==> src/rtl/clk_div_pkg.sv <==
// Shared constants and helpers for the multi-channel clock divider.
// DIV_MIN is the shortest legal period. Ratios below it are promoted to it.
// The helpers work on 32-bit values, so callers must keep DIV_W <= 32.
package clk_div_pkg;

    localparam int DIV_MIN   = 2;

    localparam int DEF_NCH   = 4;
    localparam int DEF_DIV_W = 16;
    localparam int DEF_CNT_W = 32;
    localparam int DEF_STEP  = 10;

    // Effective divide ratio: 0 and 1 cannot produce a distinct high and low phase.
    function automatic logic [31:0] eff_div(input logic [31:0] d);
        return (d < 32'(DIV_MIN)) ? 32'(DIV_MIN) : d;
    endfunction

    // Number of high cycles per period. Odd ratios get the extra cycle high.
    // The sum is taken in 33 bits so that d = 2^32-1 does not overflow.
    function automatic logic [31:0] high_len(input logic [31:0] d);
        logic [32:0] s;
        s = {1'b0, d} + 33'd1;
        return s[32:1];
    endfunction

endpackage

==> src/rtl/clk_div_ch.sv <==
// One divider channel: ratio register, phase counter, divided level, period tick,
// and an optional accumulator that adds STEP for every cycle the level is high.
// The accumulator is built only when MULTI_CLK_DIV_EVCNT_EN is defined. Otherwise
// ev_cnt_o reads 0 and clr has no effect.
module clk_div_ch
    import clk_div_pkg::*;
#(
    parameter int DIV_W = DEF_DIV_W,
    parameter int CNT_W = DEF_CNT_W,
    parameter int STEP  = DEF_STEP
) (
    input  logic             clk,
    input  logic             rst_n,
    input  logic             load,
    input  logic [DIV_W-1:0] div_i,
    input  logic             en,
    input  logic             clr,
    output logic             clk_o,
    output logic             tick_o,
    output logic [CNT_W-1:0] ev_cnt_o
);

    localparam logic [DIV_W-1:0] DIV_RST = DIV_W'(DIV_MIN);
    localparam logic [DIV_W-1:0] ONE     = DIV_W'(1);

    logic [DIV_W-1:0] div_q;
    logic [DIV_W-1:0] cnt_q;
    logic [DIV_W-1:0] d_eff;
    logic [DIV_W-1:0] h_len;
    logic [DIV_W-1:0] d_last;
    logic             clk_q;
    logic             tick_q;

    assign d_eff  = DIV_W'(eff_div(32'(div_q)));
    assign h_len  = DIV_W'(high_len(32'(d_eff)));
    assign d_last = d_eff - ONE;

    // Ratio latch and phase generation. Load restarts the period. When en is low,
    // the counter and level freeze but the tick is suppressed.
    // cnt_q is zeroed whenever div_q changes, so it never starts above d_last.
    always_ff @(posedge clk or negedge rst_n) begin
        if (!rst_n) begin
            div_q  <= DIV_RST;
            cnt_q  <= '0;
            clk_q  <= 1'b0;
            tick_q <= 1'b0;
        end else if (load) begin
            div_q  <= div_i;
            cnt_q  <= '0;
            clk_q  <= 1'b0;
            tick_q <= 1'b0;
        end else if (en) begin
            cnt_q  <= (cnt_q == d_last) ? '0 : cnt_q + ONE;
            clk_q  <= (cnt_q < h_len);
            tick_q <= (cnt_q == d_last);
        end else begin
            tick_q <= 1'b0;
        end
    end

    assign clk_o  = clk_q;
    assign tick_o = tick_q;

`ifdef MULTI_CLK_DIV_EVCNT_EN
    localparam logic [CNT_W-1:0] STEP_T = CNT_W'(STEP);

    logic [CNT_W-1:0] ev_q;

    // Level-sensitive accumulator. It follows the registered level, so it lags
    // clk_o by one cycle. It runs regardless of en, and clear wins over add.
    always_ff @(posedge clk or negedge rst_n) begin
        if (!rst_n) begin
            ev_q <= '0;
        end else if (clr) begin
            ev_q <= '0;
        end else if (clk_q) begin
            ev_q <= ev_q + STEP_T;
        end
    end

    assign ev_cnt_o = ev_q;
`else
    localparam logic [CNT_W-1:0] unused_step = CNT_W'(STEP);

    logic unused_clr;
    assign unused_clr = clr;
    assign ev_cnt_o   = '0;
`endif

endmodule

==> src/rtl/multi_clk_div.sv <==
// NCH independent clock dividers driven from one system clock. A single shared
// load latches every ratio and restarts every channel.
// Define MULTI_CLK_DIV_EVCNT_EN to build the per-channel event accumulators.
// Without it, ev_cnt_o is tied to 0 and the port list stays the same.
module multi_clk_div
    import clk_div_pkg::*;
#(
    parameter int NCH   = DEF_NCH,
    parameter int DIV_W = DEF_DIV_W,
    parameter int CNT_W = DEF_CNT_W,
    parameter int STEP  = DEF_STEP
) (
    input  logic                 clk,
    input  logic                 rst_n,
    input  logic                 load,
    input  logic [NCH*DIV_W-1:0] div_i,
    input  logic [NCH-1:0]       en,
    input  logic [NCH-1:0]       clr,
    output logic [NCH-1:0]       clk_o,
    output logic [NCH-1:0]       tick_o,
    output logic [NCH*CNT_W-1:0] ev_cnt_o
);

    // One channel per slice of the packed buses.
    for (genvar c = 0; c < NCH; c++) begin : g_ch
        clk_div_ch #(
            .DIV_W (DIV_W),
            .CNT_W (CNT_W),
            .STEP  (STEP)
        ) u_ch (
            .clk      (clk),
            .rst_n    (rst_n),
            .load     (load),
            .div_i    (div_i[c*DIV_W +: DIV_W]),
            .en       (en[c]),
            .clr      (clr[c]),
            .clk_o    (clk_o[c]),
            .tick_o   (tick_o[c]),
            .ev_cnt_o (ev_cnt_o[c*CNT_W +: CNT_W])
        );
    end

endmodule

==> config.mk <==
export PLATFORM = sky130hd
export DESIGN_NAME = multi_clk_div
export DESIGN_NICKNAME = d
export VERILOG_FILES = /design/src/rtl/clk_div_pkg.sv /design/src/rtl/clk_div_ch.sv /design/src/rtl/multi_clk_div.sv
export SDC_FILE = /design/constraint.sdc
export NUM_CORES = 1
export LEC_CHECK = 0
export BUFFER_PORTS_ARGS = -buffer_cell sky130_fd_sc_hd__buf_2
export CORE_MARGIN = 10
export CORE_UTILIZATION = 49
export CTS_BUF_LIST = sky130_fd_sc_hd__clkbuf_4
export DETAILED_ROUTE_END_ITERATION = 16
export PLACE_DENSITY_LB_ADDON = 0.3
export SYNTH_ARGS = -nofsm -noshare
export SYNTH_HDL_FRONTEND = slang
export SYNTH_HIERARCHICAL = 1
export SYNTH_SLANG_ARGS = --single-unit
==> constraint.sdc <==
create_clock -name clk -period 4.46 [get_ports clk]
set_input_delay 0.223 -clock clk [delete_from_list [all_inputs] [get_ports clk]]
set_output_delay 0.223 -clock clk [all_outputs]
set_load 0.01 [all_outputs]
After elaboration in Yosys (flattened, before gate mapping)
Index checks and enable logic that the tools add are counted.
- register bits after elaboration: 136
- latch bits: 0
- bits in writable memories: 0
- memory bits (read-only): 0
- memories kept: 0
- add/sub/neg operators: 12
- multipliers: 0
- div/mod/pow operators: 0
- $lt $le $gt $ge: 8
- eq/ne operators: 4
- shifts and indexed selects: 0
- multiplexer cells: 32
- bitwise gates (word level): 0
- reductions and logical operators: 4
- operators with widths (cell ; number):
    $mux 16 ; 16
    $add 16x1->17 const B ; 4
    $add 16x1->16 const B ; 4
    $eq 16x16->1 ; 4
    $lt 16x16->1 ; 4
    $lt 16x2->1 const B ; 4
    $sub 16x1->16 const B ; 4
    $mux 1 ; 16
    $reduce_bool 2->1 ; 4

Longest topological paths before layout
Gate-level depths: netlist of the first run.
- word-level depth: 7
- gate-level depth with buffers: 17

Hierarchy
Netlist of the first run, hierarchy kept.
- modules (own cells, without submodules) (module ; times used ; cells each ; area an instance (sq um)):
    clk_div_ch (g_ch[0].u_ch ...) ; 3 ; 350 ; 3093.0
    clk_div_ch (g_ch[1].u_ch) ; 1 ; 361 ; 3216.8

Worst setup path after synthesis of the first run
No wires, ideal clock.
- kind: register -> register
- start: register g_ch[0].u_ch.div_q[14]
- end: register g_ch[0].u_ch.cnt_q[10]
- arrival: 3449 ps
- data required time: 4341 ps
- setup slack: 892 ps
- cell stages (with the launch flop): 17
- period minus slack after synthesis: 3568 ps
- cell sequence: dfrtp_1 > buf_2 > nor4_2 > nand4_1 > or2_2 > nand2b_1 > inv_1 > ha_1 > clkbuf_1 > o21ba_2 > a221oi_1 > a41oi_1 > a211oi_1 > nand4b_1 > o41ai_4 > buf_6 > nor2_2
- word-level cells in the longest chain between the ends: 7
- RTL lines (what ; RTL line ; text):
    start: declaration ; clk_div_ch.sv:26 ; logic [DIV_W-1:0] div_q;
    start signal: assignment ; clk_div_ch.sv:48 ; div_q <= div_i;
    $lt 16x2->1 ; clk_div_pkg.sv:15 ; return (d < 32'(DIV_MIN)) ? 32'(DIV_MIN) : d;
    $mux 16 (*) ; clk_div_pkg.sv:15 ;
    $sub 16x1->16 (*) ; clk_div_ch.sv:36 ; assign d_last = d_eff - ONE;
    $eq 16x16->1 (*) ; clk_div_ch.sv:53 ; cnt_q <= (cnt_q == d_last) ? '0 : cnt_q + ONE;
    $mux 16 (*) ; clk_div_ch.sv:53 ;
    $mux 16 (*) ; clk_div_ch.sv:52 ; end else if (en) begin
    $mux 16 (*) ; clk_div_ch.sv:47 ; end else if (load) begin
    end signal: assignment ; clk_div_ch.sv:53 ;
    end: declaration ; clk_div_ch.sv:27 ; logic [DIV_W-1:0] cnt_q;
Every way passes the cells marked *; elsewhere a longest branch is shown, timed or not. The select of a mux whose other input is x is not followed.
A chain may end at the register's enable or synchronous reset.

Final worst setup path of the first run
- start: register g_ch[3].u_ch.div_q[13]
- end: register g_ch[3].u_ch.cnt_q[5]
- word-level cells in the longest chain between the ends: 7
- RTL lines (what ; RTL line):
    start: declaration ; clk_div_ch.sv:26
    start signal: assignment ; clk_div_ch.sv:48
    $lt 16x2->1 ; clk_div_pkg.sv:15
    $mux 16 (*) ; clk_div_pkg.sv:15
    $sub 16x1->16 (*) ; clk_div_ch.sv:36
    $eq 16x16->1 (*) ; clk_div_ch.sv:53
    $mux 16 (*) ; clk_div_ch.sv:53
    $mux 16 (*) ; clk_div_ch.sv:52
    $mux 16 (*) ; clk_div_ch.sv:47
    end signal: assignment ; clk_div_ch.sv:53
    end: declaration ; clk_div_ch.sv:27
Marks and branches as above.

==> metrics.cfg, run 1 <==
[run_status]
status=finished clean

[worst_setup_path]
worst-path-stages=14
r2r_start=g_ch[3].u_ch/div_q[13]
crit_path_start=g_ch[3].u_ch/div_q[13]
crit_end=g_ch[3].u_ch/cnt_q[5]
setup.worst_path.class=flop to flop
regToRegSetupSlack_ps=320
critPathBufInv=2
end_kind=flop
cp_slowest_cell=dfrtp_1
path_cells=nor4_2 -> nand4_1 -> or2_2 -> nand2b_1 -> inv_1 -> ha_1 -> o21ba_2 -> a221oi_1 -> a41oi_1 -> a211oi_1 -> nand4b_1 -> o41ai_4 -> buf_4 -> nor3b_1
arrival_ps=4560
required_ps=4880
regToRegEndpoint=g_ch[3].u_ch/cnt_q[5]
crit_fanout=11
start_kind=flop
cp_top_family=simple AND/OR/NAND/NOR gates
slowest_delay_ps=520
r2r_cells=14

[clock_network]
cts_setup_buffers=0
hold_buffers=69
cts_tree=yes
ctsHtreeMaxLevel=4
clkLatencyLatePin_ps=550
cts_made_buffers=17
cts_resized=0
cts.sink_count=136
clkTransAtPathRegs_ps=130
clockBufferDepth=2
clock-root-buffer=clkbuf_4

[timing]
hold_viol=0
setup_tns_ps=0
worst_slew_pin_slew_ps=1020
finalCriticalPeriod_ps=4140
max_freq_mhz=242
hold-worst-slack_ps=166
fin_ws_ps=324
fin_worst_skew_ps=26.0
setup_viol=0
period_share_pct=92.7
rsz0062_at_grt=false
max_slew_margin_pct=30.7
drv_slew=0

[synthesis]
synth_ff_type=dfrtp_1
netlist_top_cells_count=dfrtp_1, buf_4, nand2_1
syn_inst=1411
syn_area_um2=12500
synth_edf_count=0
synthTopCellsByArea=dfrtp_1, buf_4, ha_1
async_flop_share_pct=100
ys_ff_latch=136
synth_cell_types=87
synth_area_leader_cell=dfrtp_1
synth.avg_cell_area_um2=8.86
ys_seq_area_share_pct=27.3
yosys_warnings=6
synth_top_area_share_pct=26.4
post-synth-top-count-cell=dfrtp_1

[routing]
wirelength_um=30200
antenna_left=0
wire_per_inst_um=16.4
drt-initial-drc-count=774
vias=10200
viasPerCell=5.51
drcViolationCount=0
drtPass1Iterations=5

[global_routing]
grt_max_degree=102
grt_pass1_wl_um=51000
grt_pass1_vias=10200
grt_usage_pct=18.3
antenna_found_initial=1
grt_overflow_total=0

[layout]
finalNonFillerCells=1844
drive_above_1_share_pct=19.8
fill_cells=2347
layout.nets=1649
postLayoutCellArea_um2=13500
synthToLayoutAreaGrowth_pct=8.31

[power_and_ir_drop]
p_leak_uw=0.00576
peakVddDrop_mv=0.148
p_per_area_nw_per_um2=232

[placed_design]
dp.cells=1744
post-place-ws_ps=440
placed_area_um2=12500
portBuffers=78
place.detailed.hpwl_um=22300
gp_congestion=0.894

[min_path]
whs_path_depth=3
hold_path_class=input pin to flop

[job]
maxCapViolCount=0

[floorplanning]
fp.dieArea_um2=32300
num_rows=58
io_pins=211
initial_core_util_pct=49.8
fp.dieW_um=180
fp.dieH_um=180
core_um2=25100

==> metrics by stage <==
stage / total power [uW] / utilization (%)
2_1_floorplan: 2080 / -
3_3_place_gp: 2180 / 50.0
3_5_place_dp: 2200 / 50.0
4_1_cts: 3160 / 53.9
5_1_grt: 3330 / 53.9
6_report: 3140 / 53.9
==> tightest hold or removal path: cells and delay by family <==
family / cells / cell delay (ps)
buffers and inverters: 1 / 280
AO/OA/AOI/OAI: 1 / 70
AND/OR/NAND/NOR: 1 / 110
==> power breakdown <==
group          switching [uW]  total [uW]  internal [uW]
clock                     470         906            436
sequential                149        1450           1300
combinational             431         784            353
==> flip-flops by register name (all words and copies together) (netlist names) <==
signal,count
g_ch.u_ch/div_q,64
g_ch.u_ch/cnt_q,64
g_ch.u_ch/tick_o,4
g_ch.u_ch/clk_o,4
==> final cells by class <==
class,count,area [um^2],share of cell area [%]
Tap cell,330,413,3.05
Timing Repair Buffer,169,1250,9.27
Antenna cell,1,2.50,0.0185
Multi-Input combinational cell,1146,8040,59.4
Clock inverter,12,159,1.17
Inverter,32,120,0.887
Clock buffer,18,135,0.998
Sequential cell,136,3410,25.2
==> placed cells by master (no fill, tap or decap), types with 12 or more instances in the layout <==
cell type	instances
dfrtp_1	132
conb_1	128
nand2_1	92
nor2_1	89
xor2_1	88
buf_2	76
ha_1	72
nand3_1	69
dlygate4sd3_1	69
xnor2_1	67
mux2_2	58
nand4_1	49
o21ai_0	37
a21oi_1	33
inv_1	32
nor2_2	30
nor3_1	24
and3_1	23
buf_4	23
clkbuf_4	18
nor2b_1	16
a21o_1	14
or2_2	13
nor4_1	12
==> per-layer routing <==
metal  up-vias  global-route usage (%)  share of wire (%)
met5         -                       0                  0
met4         0                    3.80               0.87
li1       4957                       -                  -
met3        22                    4.22                6.0
met1      4910                    23.2                 45
met2       277                    31.2                 48
==> cells by family (layout without fill, tap and decap cells) <==
kind of cell             after synthesis  after routing  synth area share [%]
other                                  4            129                 0.120
XOR/XNOR                             156            156                  11.0
adder cells (fa/ha/maj)               72             72                  7.21
flip-flops                           136            136                  27.3
AO/OA/AOI/OAI                        205            205                  12.6
buffers and inverters                253            231                  12.1
multiplexers                          63             63                  5.63
AND/OR/NAND/NOR                      522            522                  24.0
==> worst min-delay path by stage <==
stage                     start                     to  slack [ps]
after floorplan           rst_n     g_ch[0].u_ch/clk_o         -70
after global placement    rst_n  g_ch[2].u_ch/div_q[4]         400
after detailed placement  rst_n  g_ch[2].u_ch/div_q[4]         410
after CTS                  load  g_ch[3].u_ch/div_q[7]         120
after global routing       load  g_ch[2].u_ch/cnt_q[0]         160
final                      load  g_ch[3].u_ch/div_q[7]         170
Power figures use the tool's default switching activity.
==> run 2: changes to the inputs <==
--- a/config.mk
+++ b/config.mk
@@ -11,6 +11,7 @@
 export CTS_BUF_LIST = sky130_fd_sc_hd__clkbuf_4
 export DETAILED_ROUTE_END_ITERATION = 16
 export PLACE_DENSITY_LB_ADDON = 0.3
+export REMOVE_ABC_BUFFERS = 1
 export SYNTH_ARGS = -nofsm -noshare
 export SYNTH_HDL_FRONTEND = slang
 export SYNTH_HIERARCHICAL = 1
==> constraint.sdc (replaced) <==
create_clock -name clk -period 4.77 [get_ports clk]
set_input_delay 0.2385 -clock clk [delete_from_list [all_inputs] [get_ports clk]]
set_output_delay 0.2385 -clock clk [all_outputs]
set_load 0.01 [all_outputs]
==> metrics.cfg, run 2 (synthesis results as in run 1) <==
[run_status]
status=finished clean  ; unchanged

[timing]
period_share_pct=85.3  ; was 92.7%
setup_viol=0  ; unchanged
worst_slew_pin_slew_ps=846  ; was 1020 ps
finalCriticalPeriod_ps=4070  ; was 4140 ps
hold_viol=0  ; unchanged
max_freq_mhz=246  ; was 242 MHz
rsz0062_at_grt=false  ; unchanged
fin_ws_ps=703  ; was 324 ps
setup_tns_ps=0  ; unchanged
drv_slew=0  ; unchanged
fin_worst_skew_ps=33.6  ; was 26.0 ps
max_slew_margin_pct=43.6  ; was 30.7%

[placed_design]
gp_congestion=0.872  ; was 0.894
portBuffers=78  ; unchanged
post-place-ws_ps=813  ; was 440 ps
placed_area_um2=12500  ; about the same
place.detailed.hpwl_um=22000  ; was 22,300 um

[global_routing]
grt_pass1_vias=10100  ; was 10,200
grt_overflow_total=0  ; unchanged
antenna_found_initial=1  ; unchanged
grt_pass1_wl_um=50700  ; was 51,000 um
grt_max_degree=91  ; was 102
grt_usage_pct=18.3  ; about the same

[min_path]
hp-start=load  ; unchanged
whs_path_depth=3  ; unchanged
worstHoldEndpoint=g_ch[0].u_ch/div_q[7]  ; was g_ch[3].u_ch/div_q[7]
hold_path_class=input pin to flop  ; unchanged

[routing]
viasPerCell=5.49  ; was 5.51
wirelength_um=30400  ; was 30,200 um
drcViolationCount=0  ; unchanged
drt-initial-drc-count=619  ; was 774
wire_per_inst_um=16.6  ; was 16.4 um
antenna_left=0  ; unchanged
drtPass1Iterations=7  ; was 5
vias=10100  ; was 10,200

[clock_network]
clockBufferDepth=2  ; unchanged
clkTransAtPathRegs_ps=140  ; was 130 ps
cts_setup_buffers=0  ; unchanged
cts_made_buffers=17  ; unchanged
cts_tree=yes  ; unchanged
cts.sink_count=136  ; unchanged
ctsHtreeMaxLevel=4  ; unchanged
clkLatencyLatePin_ps=550  ; about the same
clock-root-buffer=clkbuf_4  ; unchanged

[floorplanning]
core_um2=25100  ; unchanged
fp.dieH_um=180  ; unchanged
num_rows=58  ; unchanged
initial_core_util_pct=49.8  ; unchanged
io_pins=211  ; unchanged
fp.dieArea_um2=32300  ; unchanged
fp.dieW_um=180  ; unchanged

[layout]
fill_cells=2348  ; was 2,347
drive_above_1_share_pct=19.4  ; was 19.8%
postLayoutCellArea_um2=13500  ; about the same
layout.nets=1639  ; was 1,649
utilization_pct=53.7  ; was 53.9%
top_regs=g_ch.u_ch/cnt_q x64, g_ch.u_ch/div_q x64  ; unchanged
synthToLayoutAreaGrowth_pct=7.90  ; was 8.31%
mostFrequentLayoutCells=dfrtp_1, conb_1, nand2_1  ; unchanged
final_common_cell=dfrtp_1  ; unchanged

[power_and_ir_drop]
p_per_area_nw_per_um2=220  ; was 232 nW/um^2
p_leak_uw=0.00573  ; was 0.00576 uW
peakVddDrop_mv=0.144  ; was 0.148 mV

[worst_setup_path]
r2r_cells=14  ; unchanged
slowest_delay_ps=500  ; was 520 ps
regToRegEndpoint=g_ch[0].u_ch/cnt_q[5]  ; was g_ch[3].u_ch/cnt_q[5]
required_ps=5190  ; was 4880 ps
end_kind=flop  ; unchanged
path_cells=nor4_2 -> nand4_1 -> or2_2 -> nand2b_1 -> inv_1 -> ha_1 -> o21ba_2 -> a221oi_1 -> a41oi_1 -> a211oi_1 -> nand4b_1 -> o41ai_4 -> buf_4 -> nor3b_1  ; unchanged
r2r_start=g_ch[0].u_ch/div_q[14]  ; was g_ch[3].u_ch/div_q[13]
regToRegSetupSlack_ps=700  ; was 320 ps
crit_path_start=g_ch[0].u_ch/div_q[14]  ; was g_ch[3].u_ch/div_q[13]
arrival_ps=4480  ; was 4560 ps
cp_slowest_cell=dfrtp_1  ; unchanged
start_kind=flop  ; unchanged
setup.worst_path.class=flop to flop  ; unchanged
critPathBufInv=2  ; unchanged
crit_fanout=13  ; was 11
cp_top_family=simple AND/OR/NAND/NOR gates  ; unchanged

[job]
maxCapViolCount=0  ; unchanged

[run 2: area by class of cell]
class                   instances  area [um^2]  share of cell area, %
diodes                          2         5.00                 0.0371
clock buffers                  18          135                   1.00
clock inverters                14          180                   1.34
inverters                      32          120                  0.891
multi-input cells            1146         8040                   59.6
flip-flops and latches        136         3410                   25.3
well taps                     330          413                   3.06
repair buffers                159         1180                   8.75
[run 2: timing repair]
item / 4_1_cts / 5_1_grt
hold buffers: 69 / 0
gates resized for setup: 0 / 0
endpoints found under the hold margin: 159 / 0
[run 2: metal layers]
metal / part of all wire (%) / track usage (%)
met1: 45 / 23.3
met2: 49 / 31.2
met3: 5.3 / 3.92
met4: 1.0 / 3.87
met5: 0 / 0
[run 2: worst max path at each step]
stage | end | slack (ps) | cells past startpoint
after floorplan | g_ch[0].u_ch/cnt_q[15] | 1060 | 13
after global placement | g_ch[0].u_ch/cnt_q[5] | 890 | 14
after detailed placement | g_ch[0].u_ch/cnt_q[2] | 810 | 14
after CTS | g_ch[0].u_ch/cnt_q[5] | 730 | 14
after global routing | g_ch[1].u_ch/clk_o | 410 | 16
final | g_ch[0].u_ch/cnt_q[5] | 700 | 14
[run 2: power by group]
group | total (uW) | switching (uW) | internal (uW)
Clock | 893 | 475 | 418
Combinational | 694 | 375 | 319
Sequential | 1380 | 161 | 1220
Total | 2960 | 1010 | 1950
[run 2: through the flow]
step	cells	hold WS (ps)	power [uW]
floorplan	1314	-57.1	1820
global placement	1734	374	2020
detailed placement	1734	380	2040
CTS	1835	207	2990
global route	1837	251	3140
finish	1837	267	2960
[run 2: tightest hold or removal path, stage by stage]
cell and delay [ps]:
buf_4 310, nand2_1 140, o21ai_0 70
